### config.mk
export PLATFORM = sky130hd
export DESIGN_NAME = pixel_write_feeder
export DESIGN_NICKNAME = d
export VERILOG_FILES = /design/src/rtl/pixel_write_feeder.sv
export SDC_FILE = /design/constraint.sdc
export NUM_CORES = 1
export LEC_CHECK = 0
export CAP_MARGIN = 20
export CORE_MARGIN = 5
export CORE_UTILIZATION = 35
export CTS_BUF_LIST = sky130_fd_sc_hd__clkbuf_8
export DETAILED_ROUTE_END_ITERATION = 7
export GPL_TIMING_DRIVEN = 0
export PLACE_DENSITY = 0.59
export SLEW_MARGIN = 20
export SYNTH_ARGS = -nofsm -noshare
export SYNTH_HDL_FRONTEND = slang
export SYNTH_SLANG_ARGS = --single-unit
### constraint.sdc
create_clock -name IwClk -period 4.5 [get_ports IwClk]
set_input_delay 0.9 -clock IwClk [delete_from_list [all_inputs] [get_ports IwClk]]
set_output_delay 0.9 -clock IwClk [all_outputs]
set_load 0.01 [all_outputs]
### src/rtl/pixel_write_feeder.sv
// Pixel write feeder: buffers captured pixels with their framebuffer address and presents each as a write held SLOT_CYCLES clocks.
// Latency: a pixel driven after edge N is stored at edge N+1 and reaches the write port at edge N+2 (idle, empty FIFO); queued writes run back-to-back.
// Backpressure: none upstream; a pixel meeting a full FIFO is dropped (sticky OwOverflow). Define PIXEL_WRITE_FEEDER_DROPCOUNT_EN for the drop counter.
module pixel_write_feeder #(
    parameter int          SLOT_CYCLES = 5,
    parameter int          FIFO_DEPTH  = 8,
    parameter logic [16:0] BASE_ADDR   = 17'h0,
    parameter int          FRAME_WORDS = 38400
) (
    input  logic        IwClk,
    input  logic        IwRstn,
    input  logic [15:0] IbPixel,
    input  logic        IwPixelValid,
    input  logic        IwFrameStart,
    input  logic        IwClearOverflow,
    output logic [16:0] ObWriteAddress,
    output logic [15:0] ObWriteData,
    output logic        OwWrite,
    output logic        OwOverflow,
    output logic [15:0] ObDropCount
);
    localparam int                PTR_W     = $clog2(FIFO_DEPTH);
    localparam int                HOLD_W    = (SLOT_CYCLES > 1) ? $clog2(SLOT_CYCLES) : 1;
    localparam logic [16:0]       LAST_ADDR = BASE_ADDR + 17'(FRAME_WORDS - 1);
    localparam logic [HOLD_W-1:0] HOLD_INIT = HOLD_W'(SLOT_CYCLES - 1);

    typedef enum logic {IDLE, HOLD} state_t;

    state_t            state, stateNxt;
    logic [HOLD_W-1:0] holdCnt, holdNxt;
    logic [16:0]       addrReg, addrNxt;
    logic [15:0]       dataReg, dataNxt;
    logic              writeReg, writeNxt;
    logic [16:0]       nextAddr, pixAddr;
    logic [32:0]       fifoMem [FIFO_DEPTH];
    logic [32:0]       fifoHead;
    logic [PTR_W:0]    wrPtr, rdPtr;
    logic              fifoEmpty, fifoFull, pop, push, drop;
    logic              overflow;

    // Address advances on every valid pixel, dropped or not, so frame geometry survives overflow.
    assign pixAddr = IwFrameStart ? BASE_ADDR : nextAddr;

    always_ff @(posedge IwClk or negedge IwRstn) begin
        if (!IwRstn)
            nextAddr <= BASE_ADDR;
        else if (IwPixelValid)
            nextAddr <= (pixAddr == LAST_ADDR) ? BASE_ADDR : pixAddr + 17'd1;
    end

    assign fifoEmpty = (wrPtr == rdPtr);
    assign fifoFull  = (wrPtr[PTR_W] != rdPtr[PTR_W]) && (wrPtr[PTR_W-1:0] == rdPtr[PTR_W-1:0]);
    assign fifoHead  = fifoMem[rdPtr[PTR_W-1:0]];
    assign push      = IwPixelValid && (!fifoFull || pop);
    assign drop      = IwPixelValid && fifoFull && !pop;

    always_ff @(posedge IwClk) begin
        if (push)
            fifoMem[wrPtr[PTR_W-1:0]] <= {pixAddr, IbPixel};
    end

    always_ff @(posedge IwClk or negedge IwRstn) begin
        if (!IwRstn) begin
            wrPtr <= '0;
            rdPtr <= '0;
        end else begin
            if (push)
                wrPtr <= wrPtr + (PTR_W+1)'(1);
            if (pop)
                rdPtr <= rdPtr + (PTR_W+1)'(1);
        end
    end

    always_comb begin
        stateNxt = state;
        holdNxt  = holdCnt;
        addrNxt  = addrReg;
        dataNxt  = dataReg;
        writeNxt = writeReg;
        pop      = 1'b0;
        case (state)
            IDLE: begin
                writeNxt = 1'b0;
                if (!fifoEmpty) begin
                    pop      = 1'b1;
                    stateNxt = HOLD;
                end
            end
            HOLD: begin
                if (holdCnt != '0)
                    holdNxt = holdCnt - HOLD_W'(1);
                else if (!fifoEmpty)
                    pop = 1'b1;
                else begin
                    writeNxt = 1'b0;
                    stateNxt = IDLE;
                end
            end
            default: stateNxt = IDLE;
        endcase
        // A pop always opens a fresh full-length slot, whether from IDLE or back-to-back.
        if (pop) begin
            {addrNxt, dataNxt} = fifoHead;
            writeNxt           = 1'b1;
            holdNxt            = HOLD_INIT;
        end
    end

    always_ff @(posedge IwClk or negedge IwRstn) begin
        if (!IwRstn) begin
            state    <= IDLE;
            holdCnt  <= '0;
            addrReg  <= '0;
            dataReg  <= '0;
            writeReg <= 1'b0;
        end else begin
            state    <= stateNxt;
            holdCnt  <= holdNxt;
            addrReg  <= addrNxt;
            dataReg  <= dataNxt;
            writeReg <= writeNxt;
        end
    end

    // A clear coinciding with a fresh drop must leave the flag set.
    always_ff @(posedge IwClk or negedge IwRstn) begin
        if (!IwRstn)
            overflow <= 1'b0;
        else if (IwClearOverflow)
            overflow <= drop;
        else if (drop)
            overflow <= 1'b1;
    end

`ifdef PIXEL_WRITE_FEEDER_DROPCOUNT_EN
    logic [15:0] dropCnt;

    always_ff @(posedge IwClk or negedge IwRstn) begin
        if (!IwRstn)
            dropCnt <= '0;
        else if (IwClearOverflow)
            dropCnt <= {15'd0, drop};
        else if (drop && dropCnt != 16'hFFFF)
            dropCnt <= dropCnt + 16'd1;
    end

    assign ObDropCount = dropCnt;
`else
    assign ObDropCount = '0;
`endif

    assign ObWriteAddress = addrReg;
    assign ObWriteData    = dataReg;
    assign OwWrite        = writeReg;
    assign OwOverflow     = overflow;
endmodule

Word level (Yosys, flattened, before mapping):

Memories as Yosys holds them, arrays and structs flattened. A register that Yosys moved wholly into a read port is not among the register bits.
Cells that the tools add are included.

* memory bits (writable): 264
* memories kept: 1
* register bits after elaboration: 31
* input port bits: 21

Memories
* fifoMem: words 8, width 33, read ports 1, clocked after memory_dff 1, write ports 1, RTL line 35 `logic [32:0] fifoMem [FIFO_DEPTH];`

* equal/unequal tests: 6
* add/subtract/negate cells: 4
* mux-type cells: 18
* bitwise logic cells: 1
* reduce and logical (&&, ||, !) cells: 14

Operators by type and width (count)
* 17-bit two-way mux: 2
* 17-bit by 1-bit adder with 17-bit output, second input constant: 1
* 17-bit by 16-bit == test with 1-bit output, second input constant: 1
* 1-bit two-way mux: 10
* 3-bit two-way mux: 3
* 4-bit by 1-bit adder with 4-bit output, second input constant: 2
* 1-bit one-hot mux with 2 select lines: 3
* 2-bit nonzero test: 3
* 4-bit == test: 1
* 1-bit logical AND: 4
* 2-bit AND reduction: 2
* 3-bit == test: 1
* 1-bit zero test: 3
* 3-bit by 1-bit != test with 1-bit output, second input constant: 1
* 3-bit != test, second input constant: 1
* 3-bit nonzero test: 1
* 3-bit by 1-bit subtractor with 3-bit output, second input constant: 1
* 1-bit logical OR: 1
* 1-bit != test: 1
* 1-bit inverter: 1

Depth between registers and ports, before layout:

* depth after elaboration: 8
* gate-level depth with buffers: 7
* gate-level depth less buffers: 6

Least setup slack after synthesis:

Ideal clock, no wire load.

* path type: input to register
* start point: input IwPixelValid
* end point: memory fifoMem[0][0] (enable)
* arrival time: 3.909 ns
* stages on the path: 4
* path slack: 0.127 ns
* buffers on the path: 2
* data required time: 4.036 ns
* cell sequence: clkbuf_1 > clkbuf_1 > o211ai_1 > nor3_1

* longest elaborated chain between the ends: 3

RTL lines
* start: declaration: RTL line 13 `input logic IwPixelValid,`
* 1-bit logical AND: RTL line 54 `assign push = IwPixelValid && (!fifoFull || pop);`
* 1-bit two-way mux: RTL line 58 `if (push)`
* 1-bit two-way mux (not written as such): RTL line 59 `fifoMem[wrPtr[PTR_W-1:0]] <= {pixAddr, IbPixel};`
* end: declaration: RTL line 35

No other way between the ends.

Final worst setup path:

* start point: input IwFrameStart
* end point: register nextAddr[16]

* longest elaborated chain between the ends: 3

RTL lines
* start: declaration: RTL line 14 `input logic IwFrameStart,`
* 17-bit two-way mux (*): RTL line 42 `assign pixAddr = IwFrameStart ? BASE_ADDR : nextAddr;`
* net pixAddr[0]: RTL line 34 `logic [16:0] nextAddr, pixAddr;`
* 17-bit by 1-bit adder with 17-bit output / 17-bit by 16-bit == test with 1-bit output (equally long branches): RTL line 48 `nextAddr <= (pixAddr == LAST_ADDR) ? BASE_ADDR : pixAddr + 17'd1;`
* 17-bit two-way mux (*): RTL line 48
* end signal: assignment: RTL line 48
* end: declaration: RTL line 34

The timed path passes the listed nets; every way through them passes the cells marked *.
A chain may end at the register's enable or synchronous reset.

==> qor.csv <==
metric,value,unit
status,"complete, no violations",
Final Max Slew Viols,0,
Post-synth EDFFs,264,
worst skew pair latency,0.60,ns
worst ir drop on vdd,0.000307,V
total power divided by cell area,622,nW/um^2
1st-pass router iterations,4,
Post-Synth XOR/XNOR Area,0.735,%
core area,36800,um^2
Clock Path Buffers,3,
register bit total from synthesis,328,
starting density of the core,35.6,%
top cell type's share of synthesized area,60.5,%
DR vias,6696,
Root Buffer,clkbuf_8,
Yosys warning count,0,
LEAKAGE,0.00541,uW
vias in the first global route,7075,
synth top area cells,"edfxtp_1 (60%), dfrtp_1 (12%), mux4_2 (11%)",
post-synthesis simple-gate area fraction,4.14,%
Pwr Total,9790,uW
worst-path maximum fanout,11,
Yosys top cell by area,edfxtp_1,
min-delay worst type,input pin to asynchronous set/reset pin,
Final nets,849,
Die Y,204,um
"Slowest-stage cell, CP",nor2b_1,
Finish-stage setup viols,0,
Required @ worst endpoint,5.02,ns
RePlAce Congestion,0.760,
CP peak stage delay,0.67,ns
placed inst area,14700,um^2
DR DRC count,0,
die area,41400,um^2
sequential element share of the synthesized area,72.7,%
cts bufs inserted,53,
GRT Util Overall,13.7,%
"count leader, synth",edfxtp_1,
# hold bufs at CTS,0,
Non-Filler Instances,1335,
DP Cell Count,1236,
crit end category,flip-flop,
WL per Instance,21.1,um
CTS tree,done,
GRT overflow,0,
fmax,0.276,GHz
worst rel slew slack,31.7,%
clock sinks,328,
most frequent CP cell,nand3_1,
Commonest cells post-synth,"edfxtp_1 (264), mux2_2 (68), mux4_2 (66)",
CP arrival,4.15,ns
Post-DP HPWL,18.4,mm
I/O Buffers,54,
post-CTS setup buffers,0,
adder-cell share of the synthesized area,0.477,%
RSZ-0062 raised after global routing,no,
DR vias/cell,5.02,
final WL,28.2,mm
CP Launch Type,input pin,
H-tree lvl count,2,
layout cells sized above 1,30.8,%
Synth Instances,679,
die width,204,um
largest net degree at the start of global routing,46,
initial antenna violation count,0,
MaxCap Viol Count,0,
Mapped Area,13100,um^2
number of cell rows,70,
first-pass GRT wire length,43.5,mm
Iter 0 DRT Violations,430,
Final Skew,0.0424,ns
ant diodes,0,
finished layout cell area,15700,um^2
post-synthesis average cell area,19.3,um^2
Least-Margin Pin Slew,1.02,ns
final worst path period need,3.63,ns
Crit Path Category,input pin to flip-flop,
critical path cell sequence,clkdlybuf4s50_1 -> clkbuf_1 -> nor2b_1 -> ha_1 -> nand3_1 -> or4_4 -> or4_1 -> nand3_1,
Final Hold Vio Count,0,
Final Cycle Share,80.6,%
mux cell area share after synthesis,17.4,%
compound-gate portion of the synthesized area,2.15,%
Fillers,3234,
largest family of logic cells by synthesized area,multiplexers,
Antenna Nets Post-Route,0,
Post-synth ARST share,19.5,%
Synth-to-Final Area Change,20.1,%
post-synthesis cell type count,49,
clk slew on worst S/H paths,0.07,ns
CTS resizes,0,
ys flop type,edfxtp_1,
I/O pin count,72,
-- cells by family (layout without fill, tap and decap cells) --
kind of cell / count (synthesis) / in the layout
AO/OA/AOI/OAI: 42 / 42
XOR/XNOR: 11 / 11
adder cells (fa/ha/maj): 5 / 5
buffers and inverters: 59 / 232
flip-flops: 328 / 328
multiplexers: 137 / 137
other: 1 / 16
AND/OR/NAND/NOR: 96 / 96
-- worst max-delay path, delay by kind of cell --
kind	cells	cell delay (ns)
and+or+nand+nor	5	2.05
adders and majority gates	1	0.42
buffers and inverters	2	0.78
-- flip-flops by register name, indices dropped and copies added, names as in the netlist --
register	cells
ObWriteAddress	17
rdPtr	4
wrPtr	4
fifoMem	264
ObWriteData	16
state	1
OwOverflow	1
holdCnt	3
OwWrite	1
nextAddr	17
-- report_power, final --
group / switching (uW) / leakage [uW] / total [uW] / internal (uW)
Combinational: 1530 / 0.00165 / 3150 / 1620
Clock: 1190 / 0.000614 / 2500 / 1310
Sequential: 218 / 0.00315 / 4140 / 3930
Total: 2930 / 0.00541 / 9790 / 6860
-- metal layers --
metal / wire length, um / GRT usage [%]
met5: 0 / 0
met4: 365 / 3.08
met3: 1340 / 3.23
met2: 13600 / 21.7
met1: 12900 / 19.5
-- placed cells by master (no fill, tap or decap), drive strengths merged, types with 5 or more instances in the layout --
cell type,count
a21oi,5
nand2,21
clkinv,14
nor2,10
conb,16
o21ai,15
nand4,5
dfrtp,64
clkdlybuf4s50,53
nor3,5
mux4,66
mux2,68
ha,5
nand3,12
nor2b,15
xnor2,9
inv,32
buf,56
edfxtp,264
clkbuf,72
nand2b,8
-- area by class of cell --
class / count / area [um^2] / area share [%]
plain buffers: 49 / 269 / 1.71
clock buffers: 58 / 798 / 5.07
clock inverters: 41 / 253 / 1.61
inverters: 10 / 37.5 / 0.239
multi-input cells: 307 / 3370 / 21.4
flip-flops and latches: 328 / 9530 / 60.6
well taps: 468 / 586 / 3.72
repair buffers: 74 / 888 / 5.65
-- final timing paths --
path | cells past startpoint | end | slack [ns] | from
max | 8 | nextAddr[16] | 0.87 | IwFrameStart
min | 1 | ObWriteData[3] | 0.20 | IwRstn
max reg2reg | 9 | fifoMem[0][13] | 1.60 | rdPtr[0]
min reg2reg | 1 | holdCnt[0] | 0.49 | holdCnt[0]
max in group asynchronous | 2 | nextAddr[12] | 3.70 | IwRstn
min in group IwClk | 1 | holdCnt[0] | 0.49 | holdCnt[0]
-- per-stage QoR --
stage / setup WS, ns / setup TNS (ns) / hold slack, ns / util, %
after global placement: -3.11 / -373.96 / 0.462 / 38.8
after floorplan: 0.127 / 0 / 0.451 / -
after global routing: 0.710 / 0 / 0.178 / 42.8
after CTS: 0.892 / 0 / 0.170 / 42.8
final: 0.871 / 0 / 0.200 / 42.8
after detailed placement: 0.284 / 0 / 0.485 / 39.9
(Power assumes the default switching activity.)
==> patch: new RTL, same settings <==
`FIFO_DEPTH`: 8 -> 4.
--- a/src/rtl/pixel_write_feeder.sv
+++ b/src/rtl/pixel_write_feeder.sv
@@ -3,7 +3,7 @@
 // Backpressure: none upstream; a pixel meeting a full FIFO is dropped (sticky OwOverflow). Define PIXEL_WRITE_FEEDER_DROPCOUNT_EN for the drop counter.
 module pixel_write_feeder #(
     parameter int          SLOT_CYCLES = 5,
-    parameter int          FIFO_DEPTH  = 8,
+    parameter int          FIFO_DEPTH  = 4,
     parameter logic [16:0] BASE_ADDR   = 17'h0,
     parameter int          FRAME_WORDS = 38400
 ) (
Formal check against the unedited RTL: not equivalent (Yosys sat finds a counterexample within 10 cycles, from zero or initial values and one cycle with IwRstn low).
==> patch against the original RTL <==
  * Clock power decreased by 50%
  * Setup slack got worse by 0.055 ns
  * Routed wire length decreased by 46%
  * Utilization decreased by 0.36 points
  * Largest power group unchanged
  * Maximum frequency decreased by 1.5%
  * Count of clock-buffer cells in the layout decreased by 38
  * Via count decreased by 37%
  * Sequential cell count decreased by 134
  * Highest routed layer unchanged
  * Area after synthesis decreased by 39%
  * Total power decreased by 38%
  * Design area decreased by 39%
==> patch: results (changes against the original RTL) <==
* Status: complete, no violations
* CP max-delay cell: clkdlybuf4s50_1
* Final hold slack at 0.362 ns (+0.162 ns)
* Layout non-clock buf frac at 0.0938 (+0.0203)
* Worst vdd ir at 0.259 mV (-16%)
* R2R setup slack at 2.12 ns (+0.52 ns)
* Nonclk buf count at 95 (-23%)
* Fin nets at 577 (-32%)
* Placement row count at 55 (-21%)
* Synth cell count leaders: edfxtp_1, dfrtp_1, mux4_2
* Layout cells sized above 1 at 0.251 (-0.0566)
* Top delay family on crit path: buffers and inverters
* Clk sinks at 194 (-41%)
* Asr flop ratio synth at 0.320 (+0.124)
* Synth unique cells at 54 (+10%)
* CP peak stage delay at 0.60 ns (-0.07 ns)
* Worst-case reg-to-reg path depth at 7 (-2)
* Multi-input gates at 224 (-27%)
* Vias in the first global route at 4633 (-35%)
* Detailed placer's ending HPWL at 10400 µm (-44%)
* M1 wire length at 6260 µm (-51%)
* Pleak at 3.55 nW (-34%)
* H-tree depth at 4 (+2)
* DP Area at 9150 µm² (-38%)
* Fillers at 2010 (-38%)
* Footprint of the multi-input gates at 2310 µm² (-31%)
* Vias post-DR at 4201 (-37%)
* Total track usage at 0.122 (-0.0148)
* Register area at 5520 µm² (-42%)
* Placed cell count at 814 (-34%)
* Later-pin clock latency in the skew report at 0.46 ns (-0.14 ns)
* Gpl congestion at 0.850 (+12%)
* Post-synth EDFFs at 132 (-50%)
* Clock-cell share at 0.0473 (-0.0195)
* Worst slack, placed at 0.338 ns (+0.0541 ns)
* Clock transition at the registers of the reported paths at 0.10 ns (+0.03 ns)
* Largest net degree at the start of global routing at 34 (-26%)
* Drt first-iter violations at 203 (-53%)
* Largest cells by area after synthesis: edfxtp_1, dfrtp_1, mux4_2, mux2_4, buf_4
==> patch: per-layer routing <==
| layer | track usage | up-vias |
|---|---|---|
| li1 | - | 1906 |
| met1 | 0.147 | 2164 |
| met2 | 0.214 | 120 |
| met3 | 0.0324 | 11 |
| met4 | 0.0399 | 0 |
| met5 | 0 | - |
==> patch: cell families after synthesis <==
group	share of synthesized area
buf+inv	0.0361
flops	0.686
xor+xnor	0.00965
compound gates	0.0409
fa+ha+maj	0.0124
other cells	0.000466
simple gates	0.0546
mux	0.160
==> patch: worst max path at each step <==
stage	from	end	slack, ns
CTS	IwFrameStart	nextAddr[15]	0.85
global placement	IwPixelValid	fifoMem[0][17]	-0.50
detailed placement	IwFrameStart	nextAddr[15]	0.34
floorplan	holdCnt[0]	fifoMem[0][0]	1.59
finish	IwFrameStart	nextAddr[15]	0.82
global route	IwFrameStart	nextAddr[12]	0.61
==> patch: report_power, final <==
part / internal [mW] / switching, mW
Clock: 0.653 / 0.585
Combinational: 1.18 / 0.966
Sequential: 2.44 / 0.201
